**src/rtl/apb_arbiter.sv**
```systemverilog
// Two-master APB arbiter: round-robin grant onto one shared downstream APB bus,
// each transfer held to completion, with an optional bounded pready wait.
module apb_arbiter #(
  parameter int P_ADDR_W = 32,
  parameter int P_DATA_W = 32,
  parameter int P_STRB_W = 4,
  parameter int TIMEOUT  = 255
) (
  input  logic                pclk,
  input  logic                presetn,

  input  logic                m0_psel,
  input  logic                m0_penable,
  input  logic                m0_pwrite,
  input  logic [P_ADDR_W-1:0] m0_paddr,
  input  logic [P_DATA_W-1:0] m0_pwdata,
  input  logic [P_STRB_W-1:0] m0_pwstrb,
  output logic                m0_pready,
  output logic [P_DATA_W-1:0] m0_prdata,
  output logic                m0_pslverr,

  input  logic                m1_psel,
  input  logic                m1_penable,
  input  logic                m1_pwrite,
  input  logic [P_ADDR_W-1:0] m1_paddr,
  input  logic [P_DATA_W-1:0] m1_pwdata,
  input  logic [P_STRB_W-1:0] m1_pwstrb,
  output logic                m1_pready,
  output logic [P_DATA_W-1:0] m1_prdata,
  output logic                m1_pslverr,

  output logic                s_psel,
  output logic                s_penable,
  output logic                s_pwrite,
  output logic [P_ADDR_W-1:0] s_paddr,
  output logic [P_DATA_W-1:0] s_pwdata,
  output logic [P_STRB_W-1:0] s_pwstrb,
  input  logic                s_pready,
  input  logic [P_DATA_W-1:0] s_prdata,
  input  logic                s_pslverr,

  output logic                timeout_pulse
);

  typedef enum logic [1:0] {
    S_IDLE,
    S_SETUP,
    S_ACCESS,
    S_DONE
  } state_e;

  localparam int CNT_W = $clog2(TIMEOUT + 2);
  localparam logic [CNT_W-1:0] CNT_LAST = CNT_W'((TIMEOUT == 0) ? 0 : TIMEOUT - 1);

  state_e                state_q,  state_d;
  logic                  grant_q,  grant_d;
  logic                  last_q,   last_d;
  logic                  pwrite_q, pwrite_d;
  logic [P_ADDR_W-1:0]   paddr_q,  paddr_d;
  logic [P_DATA_W-1:0]   pwdata_q, pwdata_d;
  logic [P_STRB_W-1:0]   pwstrb_q, pwstrb_d;
  logic [P_DATA_W-1:0]   rdata_q,  rdata_d;
  logic                  err_q,    err_d;
  logic [CNT_W-1:0]      cnt_q,    cnt_d;
  logic                  tpulse_q, tpulse_d;

  logic                  win;
  logic                  to_hit;
  logic                  unused_penable;

  // Upstream penable carries no arbitration information.
  assign unused_penable = m0_penable ^ m1_penable;

  always_ff @(posedge pclk or negedge presetn) begin
    if (!presetn) begin
      state_q  <= S_IDLE;
      grant_q  <= 1'b0;
      last_q   <= 1'b1;
      pwrite_q <= 1'b0;
      paddr_q  <= '0;
      pwdata_q <= '0;
      pwstrb_q <= '0;
      rdata_q  <= '0;
      err_q    <= 1'b0;
      cnt_q    <= '0;
      tpulse_q <= 1'b0;
    end else begin
      state_q  <= state_d;
      grant_q  <= grant_d;
      last_q   <= last_d;
      pwrite_q <= pwrite_d;
      paddr_q  <= paddr_d;
      pwdata_q <= pwdata_d;
      pwstrb_q <= pwstrb_d;
      rdata_q  <= rdata_d;
      err_q    <= err_d;
      cnt_q    <= cnt_d;
      tpulse_q <= tpulse_d;
    end
  end

  always_comb begin
    // Tie goes to the master that was not served last; otherwise the lone requester.
    win    = (m0_psel && m1_psel) ? ~last_q : (m1_psel && !m0_psel);
    to_hit = (TIMEOUT != 0) && !s_pready && (cnt_q == CNT_LAST);

    state_d  = state_q;
    grant_d  = grant_q;
    last_d   = last_q;
    pwrite_d = pwrite_q;
    paddr_d  = paddr_q;
    pwdata_d = pwdata_q;
    pwstrb_d = pwstrb_q;
    rdata_d  = rdata_q;
    err_d    = err_q;
    cnt_d    = cnt_q;
    tpulse_d = 1'b0;

    case (state_q)
      S_IDLE: begin
        cnt_d = '0;
        if (m0_psel || m1_psel) begin
          grant_d  = win;
          last_d   = win;
          pwrite_d = win ? m1_pwrite : m0_pwrite;
          paddr_d  = win ? m1_paddr  : m0_paddr;
          pwdata_d = win ? m1_pwdata : m0_pwdata;
          pwstrb_d = win ? m1_pwstrb : m0_pwstrb;
          state_d  = S_SETUP;
        end
      end
      S_SETUP: begin
        state_d = S_ACCESS;
      end
      S_ACCESS: begin
        if (s_pready) begin
          rdata_d = s_prdata;
          err_d   = s_pslverr;
          state_d = S_DONE;
        end else if (to_hit) begin
          rdata_d  = '0;
          err_d    = 1'b1;
          tpulse_d = 1'b1;
          state_d  = S_DONE;
        end else begin
          cnt_d = cnt_q + CNT_W'(1);
        end
      end
      S_DONE: begin
        cnt_d   = '0;
        state_d = S_IDLE;
      end
      default: begin
        state_d = S_IDLE;
      end
    endcase
  end

  always_comb begin
    s_psel        = (state_q == S_SETUP) || (state_q == S_ACCESS);
    s_penable     = (state_q == S_ACCESS);
    s_pwrite      = pwrite_q;
    s_paddr       = paddr_q;
    s_pwdata      = pwdata_q;
    s_pwstrb      = pwstrb_q;
    m0_pready     = (state_q == S_DONE) && !grant_q;
    m1_pready     = (state_q == S_DONE) &&  grant_q;
    m0_pslverr    = m0_pready && err_q;
    m1_pslverr    = m1_pready && err_q;
    m0_prdata     = rdata_q;
    m1_prdata     = rdata_q;
    timeout_pulse = tpulse_q;
  end

endmodule

```
**config.mk**
```make
export PLATFORM = sky130hd
export DESIGN_NAME = apb_arbiter
export DESIGN_NICKNAME = d
export VERILOG_FILES = /design/src/rtl/apb_arbiter.sv
export SDC_FILE = /design/constraint.sdc
export NUM_CORES = 1
export LEC_CHECK = 0
export BUFFER_PORTS_ARGS = -buffer_cell sky130_fd_sc_hd__clkbuf_2
export CAP_MARGIN = 10
export CORE_MARGIN = 4
export CORE_UTILIZATION = 35
export DETAILED_ROUTE_END_ITERATION = 16
export PLACE_DENSITY = 0.66
export SLEW_MARGIN = 40
export SYNTH_ARGS = -nofsm -noshare
export SYNTH_HDL_FRONTEND = slang
export SYNTH_SLANG_ARGS = --single-unit
```
**constraint.sdc**
```tcl
create_clock -name pclk -period 2.2 [get_ports pclk]
set_input_delay 0.66 -clock pclk [delete_from_list [all_inputs] [get_ports pclk]]
set_output_delay 0.66 -clock pclk [all_outputs]
set_load 0.05 [all_outputs]
```
* Word level (Yosys, flattened, before mapping)
Index checks and enable logic that the tools add are counted.
Storage, ports and cells: input bits 178, output and inout bits 140, word-level logic and storage cells 60, flip-flop bits (word level) 116
Cells by class: bitwise operators 1, eq/ne operators 8, add/subtract/negate cells 1, mux-type cells 19, reductions and logical operators 20
Operators with widths (count):
- $mux 32 | 4
- $mux 9 | 2
- $pmux 9 s2 | 1
- $add 9x1->9 const B | 1
- $eq 9x8->1 const B | 1
- $pmux 2 s4 | 1
- $logic_and 1x1->1 | 7
- $mux 1 | 7
- $mux 2 | 3
- $ne 2x2->1 const B | 3
- $reduce_and 2->1 | 3
- $eq 2x2->1 const B | 2
- $mux 4 | 1
- $reduce_bool 2->1 | 2
- $logic_not 1->1 | 3
- $ne 3x1->1 const B | 1
- $reduce_and 3->1 | 1
- $eq 2x1->1 const B | 1
- $logic_not 2->1 | 1
- $logic_or 1x1->1 | 2
- $reduce_or 2->1 | 1
- $not 1->1 | 1

* Logic depth before layout (Yosys ltp)
Gate-level depths: netlist (run 1).
depth after elaboration 5, gate-level depth with buffers 8, depth with buffers taken out 6

* Worst setup path before layout (run 1)
OpenSTA, ideal clock, no wires.
path kind register to output, start point register state_q[0], end point output m0_pslverr, stages on the path, launching flop included 4, path slack -0.278 ns, arrival time 1.818 ns, cells stage by stage dfrtp_1 > ha_1 > nor2b_1 > and2_1
On the way: word-level cells in the longest chain between the ends 3
RTL lines:
- from (decl) | RTL line 55 | state_e state_q, state_d;
- from (signal assigned) | RTL line 88 | state_q <= state_d;
- $eq 2x2->1 | RTL line 166 | m0_pready = (state_q == S_DONE) && !grant_q;
- $logic_and 1x1->1 | RTL line 166
- net m0_pready | RTL line 18 | output logic m0_pready,
- $logic_and 1x1->1 | RTL line 168 | m0_pslverr = m0_pready && err_q;
- to (decl) | RTL line 20 | output logic m0_pslverr,
The timed path passes the listed nets, and every way through them passes these cells.

* Worst setup path after layout (run 1)
start point register state_q[0], end point output m0_pready
On the way: word-level cells in the longest chain between the ends 2
RTL lines (RTL line):
- $eq 2x2->1 | 166
- $logic_and 1x1->1 | 166
- to (decl) | 18
No other way between the ends.

==> flow_summary.json, run 1 <==
{
  "grt_max_degree": 83,
  "routed_wl_um": 15000,
  "cts_buffers": 17,
  "cts_tree": "yes",
  "pre_cts_ws_ps": 170,
  "clk_latency_ps": 410,
  "wl_per_cell_um": 15.2,
  "antenna_cells_inserted": 0,
  "seq_area_um2": 2900,
  "hp-class": "primary input to asynchronous set/reset pin",
  "synth_most_common_cell": "dfrtp_1",
  "drive_above_1_share": 0.478,
  "fin_crit_sh": 0.963,
  "io_buffers": 315,
  "die_y_um": 133,
  "power.total_mw": 14.8,
  "synth_area_um2": 5450,
  "synth-edff-count": 0,
  "max-vdd-ir-drop_uv": 826,
  "via_per_inst": 4.68,
  "fill_cells": 1425,
  "rsz0062_at_grt": "true",
  "max_freq_mhz": 472,
  "synth-async-reset-ratio": 1.00,
  "dr.pass1.iters": 4,
  "synth_fp_nets": 684,
  "grt_pass1_wl_um": 24100,
  "relSlewSlack": 0.752,
  "grt.total_usage": 0.172,
  "place_hpwl_um": 11900,
  "critPathLaunchType": "register",
  "yosysSeqAreaShare": 0.533,
  "cp_data_arrival_time_ps": 1460,
  "min_period_ps": 2120,
  "grt_pass1_vias": 4610,
  "finalClockSkew_ps": 7.45,
  "yosysWarnings": 0,
  "cts_sinks": 116,
  "synthCells": 500,
  "status": "finished, final reports clean",
  "vias": 4624,
  "ys_types": 47,
  "synthTopCellsByCount": "dfrtp_1, o21ai_1, mux2i_1, nand2_1, a22o_1",
  "synth_area_leaders": "dfrtp_1, mux2i_1, o21ai_1, a22o_1, nand2_1",
  "final-setup-viol-count": 0,
  "clk_path_buf_depth": 2,
  "antenna_left": 0,
  "cp.required_ps": 1540,
  "die_x_um": 133,
  "antenna_found_initial": 0,
  "path_clk_slew_ps": 50,
  "core_um2": 15200,
  "multiInputGateArea_um2": 2170,
  "avgSynthCellArea_um2": 10.9,
  "num_rows": 45,
  "htreeDepth": 4,
  "cts-root-buf": "clkbuf_16",
  "synth_top_area_frac": 0.528,
  "critPathMaxFanout": 4,
  "leakage_nw": 4.17,
  "die-area_um2": 17600,
  "powerDensity_nw_per_um2": 1910,
  "drv_slew": 0,
  "synth-seq-cells": 116,
  "start_util": 0.359,
  "maxCapViolations": 0,
  "drt_iter0_drc": 158,
  "synth-main-ff-cell": "dfrtp_1",
  "io-pin-count": 318,
  "yosysTopAreaCell": "dfrtp_1",
  "fin_ws_ps": 80.3,
  "worstSetupPathType": "register to primary output",
  "overflow": 0,
  "area_delta_synth_final_pct": 41.9,
  "finalHoldViolCount": 0,
  "nets": 971,
  "worstMarginPinSlew_ps": 372,
  "cp-end-kind": "primary output",
  "drcViolationCount": 0,
  "place.gp.congestion": 0.826
}
per-layer routing:
layer / wire length (um) / GRT usage / up-vias / part of all wire
met5: 0 / 0 / - / 0
met4: 266 / 0.0624 / 0 / 0.018
met3: 1200 / 0.0544 / 17 / 0.080
met2: 7350 / 0.285 / 221 / 0.49
met1: 6240 / 0.212 / 2063 / 0.41
li1: - / - / 2323 / -
stage by stage:
stage | instance area (um^2) | cells | util | hold WS, ps | setup TNS (ps)
2_1_floorplan | 5470 | 500 | - | 364 | 0
3_3_place_gp | 7110 | 954 | 0.468 | 467 | 0
3_5_place_dp | 7110 | 954 | 0.468 | 474 | 0
4_1_cts | 7720 | 986 | 0.508 | 162 | 0
5_1_grt | 7730 | 987 | 0.509 | 168 | -0.197
6_report | 7730 | 987 | 0.509 | 170 | 0
worst max-delay path: stages (launching register included):
cell and delay (ps):
dfrtp_1 410, ha_2 220, nor2b_4 140, clkbuf_2 280
registers in the layout (all words and copies together) (netlist names):
| name | count |
|---|---|
| cnt_q | 9 |
| err_q | 1 |
| grant_q | 1 |
| last_q | 1 |
| m0_prdata | 32 |
| s_paddr | 32 |
| s_pwdata | 32 |
| s_pwrite | 1 |
| s_pwstrb | 4 |
| state_q | 2 |
| timeout_pulse | 1 |
logic make-up after synthesis:
group	after synthesis	synth area share
AO/OA/AOI/OAI	133	0.159
buffers and inverters	74	0.0787
multiplexers	72	0.132
AND/OR/NAND/NOR	99	0.0836
adder cells (fa/ha/maj)	6	0.0138
flip-flops	116	0.533
where the power goes:
group / internal, mW / total, mW / switching (mW)
Combinational: 2.10 / 8.41 / 6.30
Sequential: 3.11 / 3.75 / 0.640
Clock: 1.68 / 2.64 / 0.962
placed cells by master (no fill, tap or decap), drive strengths merged, types with 3 or more instances in the layout:
cell and n:
buf 21, nand3 4, dfrtp 115, ha 6, inv 10, o211ai 3
clkinv 7, and2 3, a22o 34, nor2 4, nand2 72, nor3 5
o21ai 76, mux2i 72, clkbuf 329, clkinvlp 4, a21oi 4
repair_timing:
| action | in CTS | in global routing |
|---|---|---|
| resized for setup | 6 | 6 |
| setup endpoints to repair | 3 | 3 |
| buffers inserted | 1 | 1 |
| hold buffers | 0 | 0 |
| pin swaps | 0 | 1 |
| endpoints found under the hold margin | 0 | 0 |
worst paths after layout:
kind	startpoint	endpoint	slack, ps	depth (start not counted)
setup / recovery	state_q[0]	m0_pready	80	3
hold / removal	presetn	m0_prdata[30]	170	1
setup reg to reg	state_q[0]	cnt_q[8]	150	6
hold reg to reg	s_pwdata[10]	s_pwdata[10]	480	2
max in group asynchronous	presetn	m0_prdata[18]	1450	2
min in group pclk	s_pwdata[10]	s_pwdata[10]	480	2
area by class of cell:
cell class,count,share of cell area
Multi-Input combinational cell,310,0.280
Sequential cell,116,0.375
Clock buffer,18,0.0568
Timing Repair Buffer,332,0.235
Clock inverter,13,0.0176
Inverter,10,0.00485
Tap cell,188,0.0304
No activity file was read; power rests on OpenSTA's default activity.
==> inputs of run 2 (changes only) <==
--- a/config.mk
+++ b/config.mk
@@ -5,7 +5,7 @@
 export SDC_FILE = /design/constraint.sdc
 export NUM_CORES = 1
 export LEC_CHECK = 0
-export BUFFER_PORTS_ARGS = -buffer_cell sky130_fd_sc_hd__clkbuf_2
+export BUFFER_PORTS_ARGS = -buffer_cell sky130_fd_sc_hd__buf_2
 export CAP_MARGIN = 10
 export CORE_MARGIN = 4
 export CORE_UTILIZATION = 35
==> flow_summary.json, run 2 (synthesized netlist as in run 1, its figures left out) <==
{
  "rr_endpoint": "cnt_q[8]",
  "worstSetupPathType": "register to primary output",
  "p_int_mw": 7.08,
  "drv_slew": 0,
  "cp_data_arrival_time_ps": 1470,
  "maxCapViolations": 0,
  "power.total_mw": 15.0,
  "place.gp.congestion": 0.821,
  "mostFrequentLayoutCell": "buf_2",
  "antenna_found_initial": 0,
  "cts-root-buf": "clkbuf_16",
  "drive_above_1_share": 0.474,
  "start_util": 0.359,
  "drt_iter0_drc": 158,
  "relSlewSlack": 0.674,
  "clk_path_buf_depth": 2,
  "dpl_cell_area_um2": 7060,
  "cpPeakStageDelay_ps": 400,
  "area_delta_synth_final_pct": 41.7,
  "crit_start": "state_q[0]",
  "drcViolationCount": 0,
  "grt_use_met3": 0.0551,
  "switching_share": 0.527,
  "clk_latency_ps": 410,
  "p_switching_mw": 7.90,
  "met2_usage": 0.284,
  "grt_busiest_layer": "met2",
  "holdBufCountCts": 0,
  "fin_ws_ps": 69.1,
  "grt_pass1_vias": 4539,
  "clockPowerShare": 0.194,
  "place_hpwl_um": 11700,
  "critPathMaxFanout": 4,
  "wl_per_cell_um": 15.3,
  "min_period_ps": 2130,
  "io_buffers": 315,
  "r2r-start": "state_q[0]",
  "hp-class": "primary input to asynchronous set/reset pin",
  "htreeDepth": 4,
  "routed_wl_um": 15100,
  "status": "finished, final reports clean",
  "final-setup-viol-count": 0,
  "io-pin-count": 318,
  "antenna_left": 0,
  "path_clk_slew_ps": 60,
  "post-route-util": 0.508,
  "finalClockSkew_ps": 5.65,
  "cp-end-kind": "primary output",
  "design_area_um2": 7720,
  "crit_path_cell_trace": "ha_2 -> nor2b_4 -> and2_1 -> buf_6",
  "cts_tree": "yes",
  "timing.hold.ws_ps": 85.5,
  "grt.total_usage": 0.169,
  "slowest_stage": "dfrtp_1",
  "die_x_um": 133,
  "vias": 4673,
  "leakage_nw": 4.15,
  "critPathLaunchType": "register",
  "finalHoldViolCount": 0,
  "max-vdd-ir-drop_uv": 743,
  "nets": 967,
  "pre_cts_ws_ps": 167,
  "layout_common_cells": "buf_2, dfrtp_1, mux2i_1, nand2_1, o21ai_1",
  "max_freq_mhz": 469,
  "seq_power_share": 0.247,
  "reg2regPathDepth": 6,
  "die_y_um": 133,
  "worstMarginPinSlew_ps": 488,
  "overflow": 0,
  "dr.pass1.iters": 4,
  "via_per_inst": 4.75,
  "grt_max_degree": 87,
  "antenna_cells_inserted": 0,
  "num_rows": 45,
  "grt_pass1_wl_um": 23600,
  "powerDensity_nw_per_um2": 1940,
  "cp.required_ps": 1540,
  "cts_sinks": 116,
  "cts_buffers": 17,
  "fin_crit_sh": 0.969,
  "core_um2": 15200,
  "combPwrFrac": 0.559,
  "use_met1": 0.206,
  "die-area_um2": 17600,
  "regToRegSetupSlack_ps": 150
}
-- run 2: power by group through the flow --
stage / clock [mW] / combinational [mW] / sequential, mW
4_1_cts: 2.99 / 8.44 / 3.70
3_5_place_dp: 0 / 8.41 / 3.72
6_report: 2.91 / 8.38 / 3.70
2_1_floorplan: 0 / 3.64 / 6.73
3_3_place_gp: 0 / 8.36 / 3.68
5_1_grt: 3.10 / 8.86 / 3.84
-- run 2: critical path, delay by kind of cell, from the launching register on --
| kind | cells | cell delay (ps) |
|---|---|---|
| fa+ha+maj | 1 | 210 |
| buf+inv | 1 | 160 |
| flops | 1 | 400 |
| simple gates | 2 | 290 |
-- run 2: through the flow --
| stage | std cells | TNS (ps) |
|---|---|---|
| after floorplan | 500 | 0 |
| after global placement | 951 | 0 |
| after detailed placement | 951 | 0 |
| after CTS | 984 | 0 |
| after global routing | 984 | -7.15 |
| final | 984 | 0 |
-- run 2: timing repair --
item | in CTS | in global routing
pin swaps | 0 | 1
resized for setup | 2 | 6
cloned | 0 | 0
setup buffers | 1 | 0
setup endpoints to repair | 1 | 3
-- run 2: layout make-up --
type	count	area, um^2
repair buffers	328	1750
fillers	1428	7480
well taps	188	235
clock inverters	15	206
flip-flops and latches	116	2900
multi-input cells	310	2160
inverters	10	37.5
clock buffers	17	425
-- run 2: per-layer routing --
layer / wire length [um] / up-vias / part of all wire
li1: - / 2319 / -
met1: 6120 / 2101 / 0.41
met2: 7440 / 233 / 0.49
met3: 1310 / 20 / 0.086
met4: 226 / 0 / 0.015
met5: 0 / - / 0
-- run 2: worst max path at each step --
| stage | depth (start not counted) | end |
|---|---|---|
| after floorplan | 3 | m0_pslverr |
| after global placement | 6 | cnt_q[8] |
| after detailed placement | 6 | cnt_q[8] |
| after CTS | 4 | m0_pslverr |
| after global routing | 4 | m0_pslverr |
| final | 4 | m0_pslverr |
==> inputs of run 3 (changes only) <==
--- a/config.mk
+++ b/config.mk
@@ -5,12 +5,14 @@
 export SDC_FILE = /design/constraint.sdc
 export NUM_CORES = 1
 export LEC_CHECK = 0
+export ABC_AREA = 1
 export BUFFER_PORTS_ARGS = -buffer_cell sky130_fd_sc_hd__buf_2
 export CAP_MARGIN = 10
 export CORE_MARGIN = 4
 export CORE_UTILIZATION = 35
 export DETAILED_ROUTE_END_ITERATION = 16
 export PLACE_DENSITY = 0.66
+export SETUP_SLACK_MARGIN = 0.2
 export SLEW_MARGIN = 40
 export SYNTH_ARGS = -nofsm -noshare
 export SYNTH_HDL_FRONTEND = slang
==> flow_summary.json, run 3 <==
{
  "status": "finished, final reports clean",
  "overflow": 0,
  "num_rows": 46,
  "max-vdd-ir-drop_uv": 881,
  "rsz0062_at_grt": "true",
  "vias": 5617,
  "via_per_inst": 4.70,
  "antenna_left": 0,
  "worstSetupPathType": "register to primary output",
  "synth_area_leaders": "dfrtp_1, nand2_1, a31oi_1, nand3_1, nor2_1",
  "slowest_stage": "dfrtp_2",
  "synth-seq-cells": 116,
  "powerDensity_nw_per_um2": 1940,
  "cp-end-kind": "primary output",
  "htreeDepth": 4,
  "cts-root-buf": "clkbuf_16",
  "synth_fp_nets": 867,
  "area_delta_synth_final_pct": 43.2,
  "worstMarginPinSlew_ps": 340,
  "die_y_um": 135,
  "ys_types": 23,
  "yosysWarnings": 0,
  "mostFrequentLayoutCell": "buf_2",
  "switching_share": 0.529,
  "drive_above_1_share": 0.405,
  "antenna_found_initial": 1,
  "die_x_um": 135,
  "fin_crit_sh": 0.904,
  "wl_per_cell_um": 14.3,
  "grt.total_usage": 0.180,
  "io_buffers": 315,
  "antenna_cells_inserted": 0,
  "synth-edff-count": 0,
  "die-area_um2": 18100,
  "nets": 1149,
  "relSlewSlack": 0.774,
  "clk_latency_ps": 410,
  "finalClockSkew_ps": 5.96,
  "avgSynthCellArea_um2": 8.21,
  "synth-async-reset-ratio": 1.00,
  "synth-main-ff-cell": "dfrtp_1",
  "timing.hold.ws_ps": 254,
  "synthCells": 683,
  "cts_buffers": 17,
  "leakage_nw": 4.17,
  "place.gp.congestion": 0.820,
  "p_switching_mw": 8.22,
  "grt_pass1_vias": 5156,
  "synth_top_area_frac": 0.513,
  "synth_most_common_cell": "nand2_1",
  "drv_slew": 0,
  "io-pin-count": 318,
  "yosysTopAreaCell": "dfrtp_1",
  "clockPowerShare": 0.194,
  "synth_area_um2": 5610,
  "core_um2": 15800,
  "crit_path_cell_trace": "ha_4 -> nand2_2 -> nor2_2 -> buf_6",
  "start_util": 0.356,
  "seq_power_share": 0.241,
  "synthTopCellsByCount": "nand2_1, dfrtp_1, nor2_1",
  "cp.required_ps": 1540,
  "max_freq_mhz": 503,
  "cpPeakStageDelay_ps": 420,
  "drcViolationCount": 0,
  "routed_wl_um": 17100,
  "grt_max_degree": 65,
  "setup_tns_ps": 0,
  "maxCapViolations": 0,
  "min_period_ps": 1990,
  "drt_iter0_drc": 239,
  "clk_path_buf_depth": 2,
  "cp_data_arrival_time_ps": 1330,
  "finalHoldViolCount": 0,
  "cts_sinks": 116,
  "grt_pass1_wl_um": 26000,
  "place_hpwl_um": 12900,
  "combPwrFrac": 0.565,
  "yosysSeqAreaShare": 0.518,
  "p_int_mw": 7.33,
  "critPathMaxFanout": 4,
  "hp-class": "primary input to asynchronous set/reset pin",
  "dr.pass1.iters": 5,
  "critPathLaunchType": "register",
  "final-setup-viol-count": 0,
  "cts_tree": "yes",
  "path_clk_slew_ps": 60,
  "layout_common_cells": "buf_2, nand2_1, dfrtp_1, nor2_1, nand3_1"
}
-- run 3: changes by cell type in the layout (fill, tap and decap cells not counted), moves of 5 or more --
cell | before | now
o21ai_0 | 3 | 9
nand3_1 | 3 | 76
nor2_1 | 4 | 78
a31oi_1 | 1 | 69
inv_1 | 9 | 14
inv_2 | 1 | 7
o21ai_1 | 72 | 1
buf_4 | 11 | 18
mux2i_1 | 72 | 0
a22o_1 | 34 | 0
nand2_1 | 72 | 216
-- run 3: path summary, 6_finish.rpt --
check,from,endpoint,slack (ps),cells after the start
max,state_q[1],m1_pslverr,210,4
min,presetn,m0_prdata[10],250,2
max reg2reg,state_q[0],s_pwdata[11],490,8
min reg2reg,m0_prdata[22],m0_prdata[22],510,2
max in group asynchronous,presetn,last_q,1640,2
min in group pclk,s_prdata[20],m0_prdata[20],480,3
-- run 3: power by group through the flow --
stage / Combinational (mW) / Clock, mW / Sequential (mW)
after floorplan: 3.65 / 0 / 6.89
after global placement: 8.59 / 0 / 3.72
after detailed placement: 8.65 / 0 / 3.75
after CTS: 8.77 / 3.08 / 3.73
after global routing: 9.27 / 3.18 / 3.88
final: 8.79 / 3.02 / 3.74
-- run 3: area by class of cell --
type                            instances  area [um^2]
Fill cell                            1560         7740
Sequential cell                       116         2910
Multi-Input combinational cell        470         2230
Timing Repair Buffer                  339         1890
Clock buffer                           21          480
Tap cell                              216          270
Clock inverter                         11          174
Inverter                               21         78.8
-- run 3: logic make-up after synthesis --
group | synth area share
buffers and inverters | 0.0964
flip-flops | 0.518
AO/OA/AOI/OAI | 0.0917
adder cells (fa/ha/maj) | 0.0134
AND/OR/NAND/NOR | 0.279
XOR/XNOR | 0.00156
-- run 3: critical path: cells and delay by family (launching register included) --
family                   cells  cell delay [ps]
AND/OR/NAND/NOR              2              190
adder cells (fa/ha/maj)      1              160
flip-flops                   1              420
buffers and inverters        1              170
-- run 3: layer usage --
layer,track usage,vias up,part of all wire
met5,0,-,0.0011
met4,0.0707,2,0.022
met3,0.0622,29,0.099
met2,0.300,261,0.47
met1,0.216,2543,0.41
li1,-,2782,-
-- run 3: timing repair --
item	4_1_cts	5_1_grt
buffers inserted	2	1
resized for setup	19	10
hold buffers	0	0
setup endpoints to repair	6	6
pin swaps	0	2
cloned	0	0
-- run 3: per-stage QoR --
step | worst slack, ps | utilization | std cells | power (mW) | instance area, um^2
after global placement | 382 | 0.460 | 1159 | 12.3 | 7250
after global routing | 142 | 0.509 | 1194 | 16.3 | 8030
after floorplan | 295 | - | 683 | 10.5 | 5610
after CTS | 134 | 0.506 | 1193 | 15.6 | 7980
after detailed placement | 375 | 0.460 | 1159 | 12.4 | 7250
final | 211 | 0.509 | 1194 | 15.5 | 8030
